**src/rtl/dmem_arb_pkg.sv**
```systemverilog
// Shared types and constants for the data-memory arbiter.
package dmem_arb_pkg;

  localparam int ADDR_W_DFLT = 5;
  localparam int DATA_W_DFLT = 64;

  localparam logic IF_PORT  = 1'b0;
  localparam logic LSU_PORT = 1'b1;

  typedef enum logic [1:0] {IDLE, ISSUE, RESP} state_e;

  // Access attributes latched at grant.
  typedef struct packed {
    logic owner;
    logic we;
    logic oor;
  } acc_t;

endpackage

```
**src/rtl/dmem_arb_pick.sv**
```systemverilog
// Combinational winner selection between the fetch and load/store ports.
// DMEM_ARB_RR_EN selects round-robin; otherwise the load/store port always wins.
module dmem_arb_pick
  import dmem_arb_pkg::*;
(
  input  logic req0_i,
  input  logic req1_i,
`ifdef DMEM_ARB_RR_EN
  input  logic last_i,
`endif
  output logic win0_o,
  output logic win1_o
);

  always_comb begin
`ifdef DMEM_ARB_RR_EN
    // On a tie, the port that was not granted last goes next.
    win1_o = req1_i & (~req0_i | (last_i != LSU_PORT));
`else
    win1_o = req1_i;
`endif
    win0_o = req0_i & ~win1_o;
  end

endmodule

```
**src/rtl/dmem_arbiter.sv**
```systemverilog
// Two-port arbiter/sequencer in front of the single-ported data memory.
// Define DMEM_ARB_RR_EN for round-robin arbitration (default: port 1 priority).
module dmem_arbiter
  import dmem_arb_pkg::*;
#(
  parameter int ADDR_W = ADDR_W_DFLT,
  parameter int DATA_W = DATA_W_DFLT
) (
  input  logic              clk,
  input  logic              reset,
  input  logic              req0,
  input  logic              req1,
  input  logic              we0,
  input  logic              we1,
  input  logic [63:0]       addr0,
  input  logic [63:0]       addr1,
  input  logic [DATA_W-1:0] wdata0,
  input  logic [DATA_W-1:0] wdata1,
  output logic              gnt0,
  output logic              gnt1,
  output logic              done0,
  output logic              done1,
  output logic [DATA_W-1:0] rdata0,
  output logic [DATA_W-1:0] rdata1,
  output logic              err0,
  output logic              err1,
  output logic              mem_read,
  output logic              mem_write,
  output logic [63:0]       mem_addr,
  output logic [DATA_W-1:0] mem_wdata,
  input  logic [DATA_W-1:0] mem_rdata
);

  state_e              state_q, state_d;
  acc_t                acc_q, acc_d;
  logic [ADDR_W-1:0]   addr_q, addr_d;
  logic [DATA_W-1:0]   wdata_q, wdata_d;
  logic [DATA_W-1:0]   rdata0_q, rdata0_d;
  logic [DATA_W-1:0]   rdata1_q, rdata1_d;
  logic [63:0]         addr_sel;
  logic [DATA_W-1:0]   resp;
  logic                upd;
  logic                win0, win1;
`ifdef DMEM_ARB_RR_EN
  logic                ptr_q, ptr_d;
`endif

  dmem_arb_pick u_pick (
    .req0_i (req0),
    .req1_i (req1),
`ifdef DMEM_ARB_RR_EN
    .last_i (ptr_q),
`endif
    .win0_o (win0),
    .win1_o (win1)
  );

  always_comb begin
    state_d   = state_q;
    acc_d     = acc_q;
    addr_d    = addr_q;
    wdata_d   = wdata_q;
    rdata0_d  = rdata0_q;
    rdata1_d  = rdata1_q;
`ifdef DMEM_ARB_RR_EN
    ptr_d     = ptr_q;
`endif
    addr_sel  = win1 ? addr1 : addr0;
    resp      = '0;
    upd       = 1'b0;
    gnt0      = 1'b0;
    gnt1      = 1'b0;
    done0     = 1'b0;
    done1     = 1'b0;
    err0      = 1'b0;
    err1      = 1'b0;
    mem_read  = 1'b0;
    mem_write = 1'b0;

    case (state_q)
      IDLE: begin
        if (win0 | win1) begin
          gnt0      = win0;
          gnt1      = win1;
          acc_d.owner = win1 ? LSU_PORT : IF_PORT;
          acc_d.we    = win1 ? we1 : we0;
          acc_d.oor   = |addr_sel[63:ADDR_W];
          addr_d    = addr_sel[ADDR_W-1:0];
          wdata_d   = win1 ? wdata1 : wdata0;
`ifdef DMEM_ARB_RR_EN
          ptr_d     = win1 ? LSU_PORT : IF_PORT;
`endif
          state_d   = ISSUE;
        end
      end
      ISSUE: begin
        // Out-of-range accesses never touch the memory.
        mem_write = acc_q.we & ~acc_q.oor;
        mem_read  = ~acc_q.we & ~acc_q.oor;
        state_d   = RESP;
      end
      RESP: begin
        resp = acc_q.oor ? '0 : mem_rdata;
        upd  = acc_q.oor | ~acc_q.we;
        if (acc_q.owner == LSU_PORT) begin
          done1 = 1'b1;
          err1  = acc_q.oor;
          if (upd) rdata1_d = resp;
        end else begin
          done0 = 1'b1;
          err0  = acc_q.oor;
          if (upd) rdata0_d = resp;
        end
        state_d = IDLE;
      end
      default: state_d = IDLE;
    endcase

    if (reset) begin
      gnt0      = 1'b0;
      gnt1      = 1'b0;
      done0     = 1'b0;
      done1     = 1'b0;
      err0      = 1'b0;
      err1      = 1'b0;
      mem_read  = 1'b0;
      mem_write = 1'b0;
    end

    // Read data bypasses the register so it is valid in the done cycle.
    rdata0 = rdata0_d;
    rdata1 = rdata1_d;
  end

  always_ff @(posedge clk) begin
    if (reset) begin
      state_q  <= IDLE;
      acc_q    <= '0;
      addr_q   <= '0;
      wdata_q  <= '0;
      rdata0_q <= '0;
      rdata1_q <= '0;
`ifdef DMEM_ARB_RR_EN
      ptr_q    <= LSU_PORT;
`endif
    end else begin
      state_q  <= state_d;
      acc_q    <= acc_d;
      addr_q   <= addr_d;
      wdata_q  <= wdata_d;
      rdata0_q <= rdata0_d;
      rdata1_q <= rdata1_d;
`ifdef DMEM_ARB_RR_EN
      ptr_q    <= ptr_d;
`endif
    end
  end

  assign mem_addr  = 64'(addr_q);
  assign mem_wdata = wdata_q;

endmodule

```
**config.mk**
```make
export PLATFORM = sky130hd
export DESIGN_NAME = dmem_arbiter
export DESIGN_NICKNAME = d
export VERILOG_FILES = /design/src/rtl/dmem_arb_pkg.sv /design/src/rtl/dmem_arb_pick.sv /design/src/rtl/dmem_arbiter.sv
export SDC_FILE = /design/constraint.sdc
export NUM_CORES = 1
export LEC_CHECK = 0
export CELL_PAD_IN_SITES_DETAIL_PLACEMENT = 0
export CELL_PAD_IN_SITES_GLOBAL_PLACEMENT = 1
export CORE_AREA = 2 2 230 232
export CTS_CLUSTER_DIAMETER = 30
export DETAILED_ROUTE_END_ITERATION = 6
export DIE_AREA = 0 0 232 234
export PLACE_DENSITY_LB_ADDON = 0.1
export SYNTH_ARGS = -nofsm -noshare
export SYNTH_HDL_FRONTEND = slang
export SYNTH_SLANG_ARGS = --single-unit
```
**constraint.sdc**
```tcl
create_clock -name clk -period 1.62 [get_ports clk]
set_clock_uncertainty 0.2 [all_clocks]
set_input_delay 0.324 -clock clk [delete_from_list [all_inputs] [get_ports clk]]
set_output_delay 0.324 -clock clk [all_outputs]
set_load 0.05 [all_outputs]
```
==> reports/metrics.yaml, run 1 <==
cells_and_area:
  multi_input_area_um2: 8520
  drive_above_1_share_pct: 48.9
  ff_latch_area_um2: 4080
  layout.nets: 2273
  area_growth_pct: 152
  num-fill-cells: 4760
clock_network:
  cts_made_buffers: 77
  clk_latency_ns: 0.58
  clock-root-buffer: "clkbuf_16"
  htree_levels: 3
  cts_sinks: 202
  cts.clk_slew.worst_paths_ns: 0.04
  cts_tree: "yes"
  clock_path_buffers: 3
sta:
  setup_tns_ns: -141.12
  holdWs_ns: 0.0539
  worst_slack_ns: -0.972
  period_minus_slack_ns: 2.59
  hold_viol_final: 0
  slew_violations: 0
  finalCritPeriodShare_pct: 160
  slew_headroom_pct: 47.3
  setup_viol: 392
  max_freq_mhz: 386
  rsz0062_at_grt: "true"
  worst_pin_slew_ns: 0.791
place:
  routabilityCongestion: 0.801
  dp_hpwl_mm: 41.0
  post-place-ws_ns: -0.544
  io_buffers: 530
synthesis:
  synth_edf_count: 0
  synthCells: 1233
  yosysSeqAreaShare_pct: 39.2
  ys_async_sr_fraction_pct: 0
  avgSynthCellArea_um2: 8.37
  synth_ff_type: "dfxtp_1"
  synth_seq_cells: 202
  synth.distinct_cells: 33
  netlist_area_um2: 10300
  yosysWarnings: 0
setup_path:
  crit_path_start_kind: "register"
  crit_arrival_ns: 2.07
  worstSetupPathType: "register to primary output"
  crit_path_max_fanout: 12
  worstRegToRegCells: 6
  crit_path_end_kind: "primary output"
  worstPathRequired_ns: 1.10
routing:
  dr_wl_met2_mm: 31.4
  via_per_inst: 4.45
  top_layer_used: "met4"
  wire_per_inst_um: 21.5
  vias: 12000
  wirelength_mm: 57.9
  drcViolationCount: 0
  first_iter_violations: 449
  routed-wl-met3_mm: 3.82
  ant_nets: 0
  m1WireLength_mm: 21.2
  drt_pass1_iterations: 4
power:
  switching_power_w: 0.00792
  irDropWorstVdd_mv: 0.676
  p_leak_nw: 9.72
  p_clk_share_pct: 51.6
  power_frac_seq_pct: 21.0
  power_frac_comb_pct: 27.3
  p_int_w: 0.0186
  swShare_pct: 29.8
  powerDensity_nw_per_um2: 1020
floorplan:
  coreArea_um2: 52000
  die_y_um: 234
  die_w_um: 232
  rows: 84
  initial_core_util_pct: 19.8
  io_pins: 590
  dieArea_um2: 54300
run:
  cap_violations: 0
hold_path:
  whs_path_depth: 3
  hold_path_class: "input port to register"
global_route:
  track_usage_pct: 20.7
  antenna_found_initial: 4
  grt_overflow: 0
  grt_pass1_wl_mm: 82.7
  grt_max_degree: 73
  grt_pass1_vias: 12800
outcome:
  violations: "setup timing"
  status: "finished, violations left"
## logic make-up after synthesis
family	count (synthesis)	synth area share (%)
AOI/OAI and AO/OA	336	21.7
buffers and inverters	171	9.93
DFF	202	39.2
muxes	70	6.79
other	1	0.0364
and+or+nand+nor	453	22.4
## final timing paths
path / end / slack [ns] / from
setup reg to reg: rdata0_q[12]$_SDFF_PP0_ / -0.25 / acc_q[2]$_SDFFE_PP0P_
hold / removal: addr_q[4]$_SDFFE_PP0P_ / 0.05 / req1
setup / recovery: rdata1[22] / -0.97 / state_q[0]$_SDFFE_PP0P_
hold reg to reg: mem_wdata[54]$_SDFFE_PP0P_ / 0.32 / mem_wdata[54]$_SDFFE_PP0P_
## cells in the final DEF, fill, tap and decap left out, drive strengths merged, types with 22 or more instances in the layout
| cell type | netlist | routed |
|---|---|---|
| buf | 132 | 418 |
| clkdlybuf4s50 | 0 | 323 |
| dfxtp | 202 | 202 |
| nor2b | 192 | 192 |
| clkbuf | 38 | 135 |
| nand2 | 133 | 133 |
| a22oi | 130 | 130 |
| o21ai | 129 | 129 |
| nor2 | 83 | 83 |
| a211oi | 71 | 71 |
| mux2i | 70 | 70 |
| conb | 1 | 59 |
| nor4 | 22 | 22 |
## cell usage after synthesis, types with 4 or more instances
cell type / instances / area, µm²
dfxtp_1: 202 / 4040
nor2b_1: 192 / 1200
nand2_1: 133 / 499
a22oi_1: 130 / 976
o21ai_1: 110 / 551
nor2_1: 83 / 312
buf_4: 73 / 548
a211oi_1: 71 / 533
mux2i_1: 70 / 701
buf_2: 45 / 225
clkbuf_1: 38 / 143
nor4_1: 22 / 138
o21ai_2: 10 / 87.6
o21ai_0: 9 / 45.0
buf_1: 7 / 26.3
buf_6: 7 / 78.8
nand4_1: 6 / 37.5
nor3_1: 6 / 30.0
nor4b_1: 4 / 35.0
## registers in the layout, summed over array words and instances, names as in the netlist
| name | cells |
|---|---|
| rdata0_q | 64 |
| mem_wdata | 64 |
| rdata1_q | 64 |
| acc_q | 3 |
| state_q | 2 |
| addr_q | 5 |
## routing by layer
layer,track usage (%),vias to the layer above
met3,6.96,83
met1,22.0,5830
met2,38.1,360
met4,6.97,0
li1,-,5730
met5,0,-
## critical path: stages (launching register included)
cell,delay (ns)
dfxtp_4,0.35
and3b_4,0.38
buf_12,0.13
buf_12,0.15
a22oi_2,0.08
o21ai_4,0.21
buf_12,0.16
## area by class of cell
class	instances	area share (%)
multi-input combinational	918	32.8
sequential	202	15.7
timing repair buffer	747	38.7
clock inverter	7	0.236
inverter	1	0.0144
tap	688	3.31
clock buffer	131	9.27
antenna	4	0.0385
## metrics by stage
stage | cells | total power, W | util [%] | instance area, µm²
finish | 2698 | 0.0265 | 50.0 | 26000
global route | 2696 | 0.0276 | 50.0 | 26000
CTS | 2677 | 0.0267 | 49.0 | 25500
detailed placement | 2480 | 0.0119 | 40.8 | 21200
global placement | 2480 | 0.0119 | 40.8 | 21200
floorplan | 1291 | 0.00889 | - | 13300
## power by group through the flow
stage | combinational (W) | clock [W] | sequential [W]
floorplan | 0.00270 | 0 | 0.00619
global placement | 0.00625 | 0 | 0.00564
detailed placement | 0.00626 | 0 | 0.00564
CTS | 0.00718 | 0.0140 | 0.00558
global route | 0.00760 | 0.0143 | 0.00561
finish | 0.00726 | 0.0137 | 0.00558
## repair_timing
action                     4_1_cts  5_1_grt
setup endpoints to repair      400      405
hold endpoints to repair         9        0
resized for setup              176      109
pin swaps                      105       80
buffers inserted                31       21
gates cloned                    27        6
hold buffers                     2        0
(Power assumes the default switching activity.)
==> inputs of run 2 (changes only) <==
--- a/constraint.sdc
+++ b/constraint.sdc
@@ -3,3 +3,3 @@
 set_input_delay 0.324 -clock clk [delete_from_list [all_inputs] [get_ports clk]]
 set_output_delay 0.324 -clock clk [all_outputs]
-set_load 0.05 [all_outputs]
+set_load 0.01 [all_outputs]
==> run 2 against run 1 <==
  * The flow still finishes with violations (setup timing)
  * Global-route usage fell by 0.89 points
  * Worst setup slack gained 0.0092 ns
  * First-iteration DRC count decreased by 7.3%
  * Highest routed layer is now met5
  * Hold slack got worse by 0.042 ns
  * Non-clock buffer count increased by 5
  * Final cell count up 0.37%
  * Critical endpoint is now rdata1[13]
  * Clock power increased by 6%
  * Critical path depth grew 3
  * Critical path type unchanged
  * Sequential power decreased by 0.9%
  * Routed wire length grew 1.9%
  * Count of clock-buffer cells in the layout is 17 lower
  * Largest cell class unchanged
  * Register-to-register slack barely moved
==> reports/metrics.yaml, run 2 (synthesized netlist as in run 1, its figures left out) <==
outcome:
  violations: "setup timing"
  status: "finished, violations left"
sta:
  worst_pin_slew_ns: 1.16  # +0.367 ns
  period_minus_slack_ns: 2.58  # -0.00917 ns
  slew_headroom_pct: 22.8  # -24 points
  hold_viol_final: 0  # unchanged
  setup_viol: 325  # -17%
  rsz0062_at_grt: "true"
  finalCritPeriodShare_pct: 159  # -0.57 points
  slew_violations: 0  # unchanged
  worst_slack_ns: -0.963  # +0.00917 ns
  max_freq_mhz: 387  # +0.35%
routing:
  first_iter_violations: 416  # -7.3%
  wire_per_inst_um: 21.8  # +1.6%
  wirelength_mm: 59.0  # +1.9%
  drt_pass1_iterations: 4  # unchanged
  drcViolationCount: 0  # unchanged
  via_per_inst: 4.41  # -0.82%
  vias: 11900  # -0.45%
  ant_nets: 0  # unchanged
floorplan:
  dieArea_um2: 54300  # unchanged
  initial_core_util_pct: 19.8  # unchanged
  io_pins: 590  # unchanged
  die_w_um: 232  # unchanged
  coreArea_um2: 52000  # unchanged
  rows: 84  # unchanged
  die_y_um: 234  # unchanged
setup_path:
  crit_path_max_fanout: 8  # -4
  crit_arrival_ns: 2.06  # about the same
  worstPathRequired_ns: 1.10  # about the same
  r2r_setup_slack_ns: -0.26  # about the same
  crit_path_start_kind: "register"
  worstRegToRegCells: 10  # +4
  endpoint: "rdata1[13]"
  crit_path_end_kind: "primary output"
  reg2reg_to: "rdata1_q[29]$_SDFF_PP0_"
  reg2reg_from: "state_q[1]$_SDFFE_PP0P_"
  worstSetupPathType: "register to primary output"
  worstSetupStartpoint: "state_q[1]$_SDFFE_PP0P_"
power:
  power_w: 0.0249  # -6.3%
  p_leak_nw: 9.22  # -5.2%
  powerDensity_nw_per_um2: 1080  # +5.7%
  irDropWorstVdd_mv: 0.754  # +12%
clock_network:
  htree_levels: 3  # unchanged
  clock-root-buffer: "clkbuf_16"
  clock_path_buffers: 3  # unchanged
  cts_made_buffers: 77  # unchanged
  cts.clk_slew.worst_paths_ns: 0.04  # about the same
  clk_latency_ns: 0.56  # -0.02 ns
  cts_sinks: 202  # unchanged
  cts-hold-fix-buffers: 2  # unchanged
  cts_tree: "yes"
cells_and_area:
  num-fill-cells: 5127  # +7.7%
  area_growth_pct: 123
  drive_above_1_share_pct: 51.3  # +2.4 points
  layout.nets: 2278  # +0.22%
  fin_area_um2: 23000  # -11%
  final_cell_mix: "clkdlybuf4s50_1 (323), dfxtp_1 (139), nor2b_1 (137), buf_6 (135), o21ai_2 (109)"
  multi_input_area_um2: 7410  # -13%
  stdcell_count: 2708  # +0.37%
  ff_latch_area_um2: 4130  # +1.3%
  final_common_cell: "clkdlybuf4s50_1"
global_route:
  grt_overflow: 0  # unchanged
  grt_max_degree: 158  # +120%
  grt_pass1_wl_mm: 78.7  # -4.8%
  grt_pass1_vias: 11900  # -7.2%
  antenna_found_initial: 12  # +8
  track_usage_pct: 19.8  # -0.89 points
place:
  io_buffers: 530  # unchanged
  placed_cells: 2443  # -1.5%
  dp_hpwl_mm: 38.6  # -5.8%
  routabilityCongestion: 0.892  # +11%
  postPlaceCellArea_um2: 17500  # -18%
hold_path:
  hold_path_class: "input port to register"
run:
  cap_violations: 0  # unchanged
run 2: cell count changes in the layout (fill, tap and decap cells not counted), sizes merged:
| cell | change |
|---|---|
| buf | -12 |
| bufinv | +4 |
| clkinv | +15 |
| diode | +4 |
| dlygate4sd3 | +1 |
| dlymetal6s4s | -1 |
| inv | -1 |
run 2: where the power goes:
part           leakage [nW]  internal (W)  switching, W
Clock                  1.29        0.0103       0.00419
Sequential             1.67       0.00531      0.000222
Combinational          6.26       0.00261       0.00227
run 2: per-layer routing:
layer	up-vias	wire [µm]	track usage (%)
met2	408	28100	32.0
met3	92	5300	9.12
li1	5780	-	-
met1	5659	24000	23.3
met4	10	1490	6.25
met5	-	92	0
run 2: cell type report:
cell class,count,share of cell area (%)
repair buffers,752,34.8
well taps,688,3.74
clock buffers,114,9.88
multi-input cells,918,32.1
diodes,8,0.0869
flip-flops and latches,202,17.9
clock inverters,25,1.42
inverters,1,0.0163
run 2: what timing repair did:
action                                 CTS  global route
endpoints found under the hold margin    5             1
cloned                                  11            25
setup endpoints to repair              400           405
pin swaps                               58           157
setup buffers                           33            59
gates resized for setup                669           731
run 2: worst min path at each step:
stage / startpoint / end / depth (start not counted)
after CTS: reset / mem_wdata[13]$_SDFFE_PP0P_ / 4
final: reset / state_q[1]$_SDFFE_PP0P_ / 5
after global placement: mem_wdata[30]$_SDFFE_PP0P_ / mem_wdata[30]$_SDFFE_PP0P_ / 2
after detailed placement: mem_wdata[4]$_SDFFE_PP0P_ / mem_wdata[4]$_SDFFE_PP0P_ / 2
after floorplan: req0 / state_q[0]$_SDFFE_PP0P_ / 2
after global routing: reset / state_q[1]$_SDFFE_PP0P_ / 5
run 2: worst max-delay path, cell delays in order (launching register included):
cell and delay (ns):
dfxtp_4 0.35, buf_4 0.13, buf_6 0.10, nand3b_1 0.17, buf_6 0.15, buf_8 0.13, buf_16 0.17, nand2_4 0.06
o21ai_2 0.06, buf_2 0.16
run 2: per-stage QoR:
| step | util, % | setup TNS (ns) | hold slack (ns) | worst slack, ns |
|---|---|---|---|---|
| 6_report | 44.3 | -138.13 | 0.0121 | -0.963 |
| 5_1_grt | 44.3 | -163.52 | -0.00832 | -1.07 |
| 4_1_cts | 39.6 | -176.06 | 0.00213 | -1.07 |
| 3_5_place_dp | 33.6 | -140.90 | 0.292 | -0.972 |
| 3_3_place_gp | 33.6 | -136.99 | 0.286 | -0.978 |
| 2_1_floorplan | - | -2.82 | 0.304 | -0.0700 |
==> inputs of run 3 (changes only) <==
- CTS_CLUSTER_SIZE: unset -> 10
==> run 3 against run 2 <==
  * The run still ends with setup timing left
  * Hold slack improved by 0.0050 ns
  * Critical path depth decreased by 1
  * Sequential power about the same
  * Critical endpoint is now rdata0[45]
  * Highest routed layer unchanged
==> reports/metrics.yaml, run 3 (synthesized netlist as in run 1, its figures left out) <==
routing:
  via_per_inst: 4.44  # +0.53%
  wire_per_inst_um: 22.4  # +2.5%
  drcViolationCount: 0  # unchanged
  ant_nets: 0  # unchanged
  wirelength_mm: 60.6  # +2.6%
  vias: 12000  # +0.57%
  first_iter_violations: 464  # +12%
  drt_pass1_iterations: 4  # unchanged
setup_path:
  crit_top_cell: "buf_12"
  worstSetupPathType: "register to primary output"
  crit_path_max_fanout: 6  # -2
  crit_path_end_kind: "primary output"
  crit_chain: "nor3b_4 -> buf_12 -> buf_12 -> buf_12 -> buf_8 -> a22oi_2 -> o21ai_1 -> buf_4"
  critPathSlowestCell: "dfxtp_4"
  critPathMaxStageDelay_ns: 0.36  # about the same
  crit_arrival_ns: 2.06  # about the same
  reg2reg_to: "rdata0_q[19]$_SDFF_PP0_"
  reg2reg_from: "state_q[0]$_SDFFE_PP0P_"
  worstPathRequired_ns: 1.10  # about the same
  crit_path_start_kind: "register"
  worstRegToRegCells: 7  # -3
  r2r_setup_slack_ns: -0.26  # about the same
sta:
  finalCritPeriodShare_pct: 159  # about the same
  slew_violations: 0  # unchanged
  hold_viol_final: 0  # unchanged
  slew_headroom_pct: 20.9  # -1.9 points
  max_freq_mhz: 387  # about the same
  worst_pin_slew_ns: 1.19  # +0.0288 ns
  rsz0062_at_grt: "true"
  worst_slack_ns: -0.964  # -0.000451 ns
  setup_viol: 335  # +3.1%
  period_minus_slack_ns: 2.58  # +0.000451 ns
power:
  p_int_w: 0.0175  # -3.5%
  swShare_pct: 27.3  # +0.43 points
  powerDensity_nw_per_um2: 1030  # -4.8%
  p_leak_nw: 9.32  # +1.1%
  switching_power_w: 0.00659  # -1.4%
  power_frac_seq_pct: 22.9  # +0.7 points
  p_clk_share_pct: 56.4  # -1.7 points
  irDropWorstVdd_mv: 0.666  # -12%
  power_frac_comb_pct: 20.6  # +1.0 points
global_route:
  busiest_layer: "met2"
  grtUsageMet2_pct: 32.0  # about the same
  use_met1_pct: 23.7  # +0.36 points
  met3_usage_pct: 9.08  # -0.036 points
  grt_overflow: 0  # unchanged
  grt_pass1_vias: 11800  # -0.22%
  antenna_found_initial: 12  # unchanged
  grt_pass1_wl_mm: 79.2  # +0.69%
  grt_max_degree: 158  # unchanged
  track_usage_pct: 20.0  # +0.18 points
hold_path:
  hold_path_class: "input port to register"
  whs_path_depth: 5  # unchanged
  holdCritStartpoint: "reset"
  hold_path_end: "state_q[1]$_SDFFE_PP0P_"
place:
  io_buffers: 530  # unchanged
  dp_hpwl_mm: 38.6  # unchanged
  routabilityCongestion: 0.892  # unchanged
  postPlaceCellArea_um2: 17500  # unchanged
cells_and_area:
  layout.nets: 2282  # +0.18%
  final_common_cell: "clkdlybuf4s50_1"
  final_core_util_pct: 45.1  # +0.83 points
  drive_above_1_share_pct: 52.9  # +1.6 points
  fin_area_um2: 23500  # +1.9%
  area_growth_pct: 128
  final_cell_mix: "clkdlybuf4s50_1 (323), dfxtp_1 (149), buf_6 (131), nor2b_1 (130), buf_4 (112)"
floorplan:
  die_y_um: 234  # unchanged
  initial_core_util_pct: 19.8  # unchanged
  rows: 84  # unchanged
  die_w_um: 232  # unchanged
  dieArea_um2: 54300  # unchanged
  io_pins: 590  # unchanged
  coreArea_um2: 52000  # unchanged
clock_network:
  clock_path_buffers: 3  # unchanged
  clock-root-buffer: "clkbuf_16"
  htree_levels: 3  # unchanged
  clk_latency_ns: 0.56  # about the same
  cts.clk_slew.worst_paths_ns: 0.04  # about the same
  cts_sinks: 202  # unchanged
  cts_tree: "yes"
  cts_made_buffers: 76  # -1.3%
  cts-hold-fix-buffers: 2  # unchanged
run:
  cap_violations: 0  # unchanged
outcome:
  violations: "setup timing"
  status: "finished, violations left"
## run 3: layer usage
metal	wire length [µm]	vias up
met3	5370	96
met2	28900	413
met5	92	-
met1	24700	5720
met4	1520	10
li1	-	5778
## run 3: cell type report
cell class / instances / area (µm²)
sequential: 202 / 4120
inverter: 1 / 3.75
timing repair buffer: 757 / 8160
clock inverter: 22 / 229
clock buffer: 114 / 2210
fill: 5093 / 28500
multi-input combinational: 918 / 7870
antenna: 7 / 17.5
tap: 688 / 861
## run 3: worst max path at each step
stage,startpoint,end,slack (ns),cells after the start
floorplan,state_q[1]$_SDFFE_PP0P_,rdata0[33],-0.07,5
global placement,mem_rdata[5],rdata0[5],-0.98,5
detailed placement,mem_rdata[3],rdata0[3],-0.97,5
CTS,state_q[0]$_SDFFE_PP0P_,rdata1[35],-1.07,8
global route,state_q[1]$_SDFFE_PP0P_,rdata0[45],-1.07,8
finish,state_q[1]$_SDFFE_PP0P_,rdata0[45],-0.96,8
## run 3: timing repair
action / 4_1_cts / 5_1_grt
setup endpoints to repair: 403 / 405
pin swaps: 71 / 193
endpoints found under the hold margin: 5 / 1
gates cloned: 13 / 29
buffers inserted: 38 / 55
gates resized for setup: 710 / 780
## run 3: through the flow
stage                     hold WS, ns  instances  setup slack [ns]  TNS [ns]  total power (W)
after global placement          0.286       2443            -0.978   -136.99          0.00930
after floorplan                 0.304       1291           -0.0700     -2.82          0.00720
after CTS                      0.0247       2629             -1.07   -183.88           0.0234
after global routing         -0.00905       2705             -1.07   -167.86           0.0251
after detailed placement        0.292       2443            -0.972   -140.90          0.00930
final                          0.0171       2709            -0.964   -143.11           0.0241
## run 3: power by group through the flow
stage	combinational, W	clock [W]	sequential, W
3_5_place_dp	0.00375	0	0.00554
5_1_grt	0.00530	0.0142	0.00557
6_report	0.00498	0.0136	0.00553
2_1_floorplan	0.00162	0	0.00558
3_3_place_gp	0.00377	0	0.00554
4_1_cts	0.00402	0.0139	0.00545
## run 3: critical path, delay by kind of cell, from the launching register on
kind                   cells  cell delay [ns]
AOI/OAI and AO/OA          2             0.20
DFF                        1             0.36
and+or+nand+nor            1             0.24
buffers and inverters      5             0.67
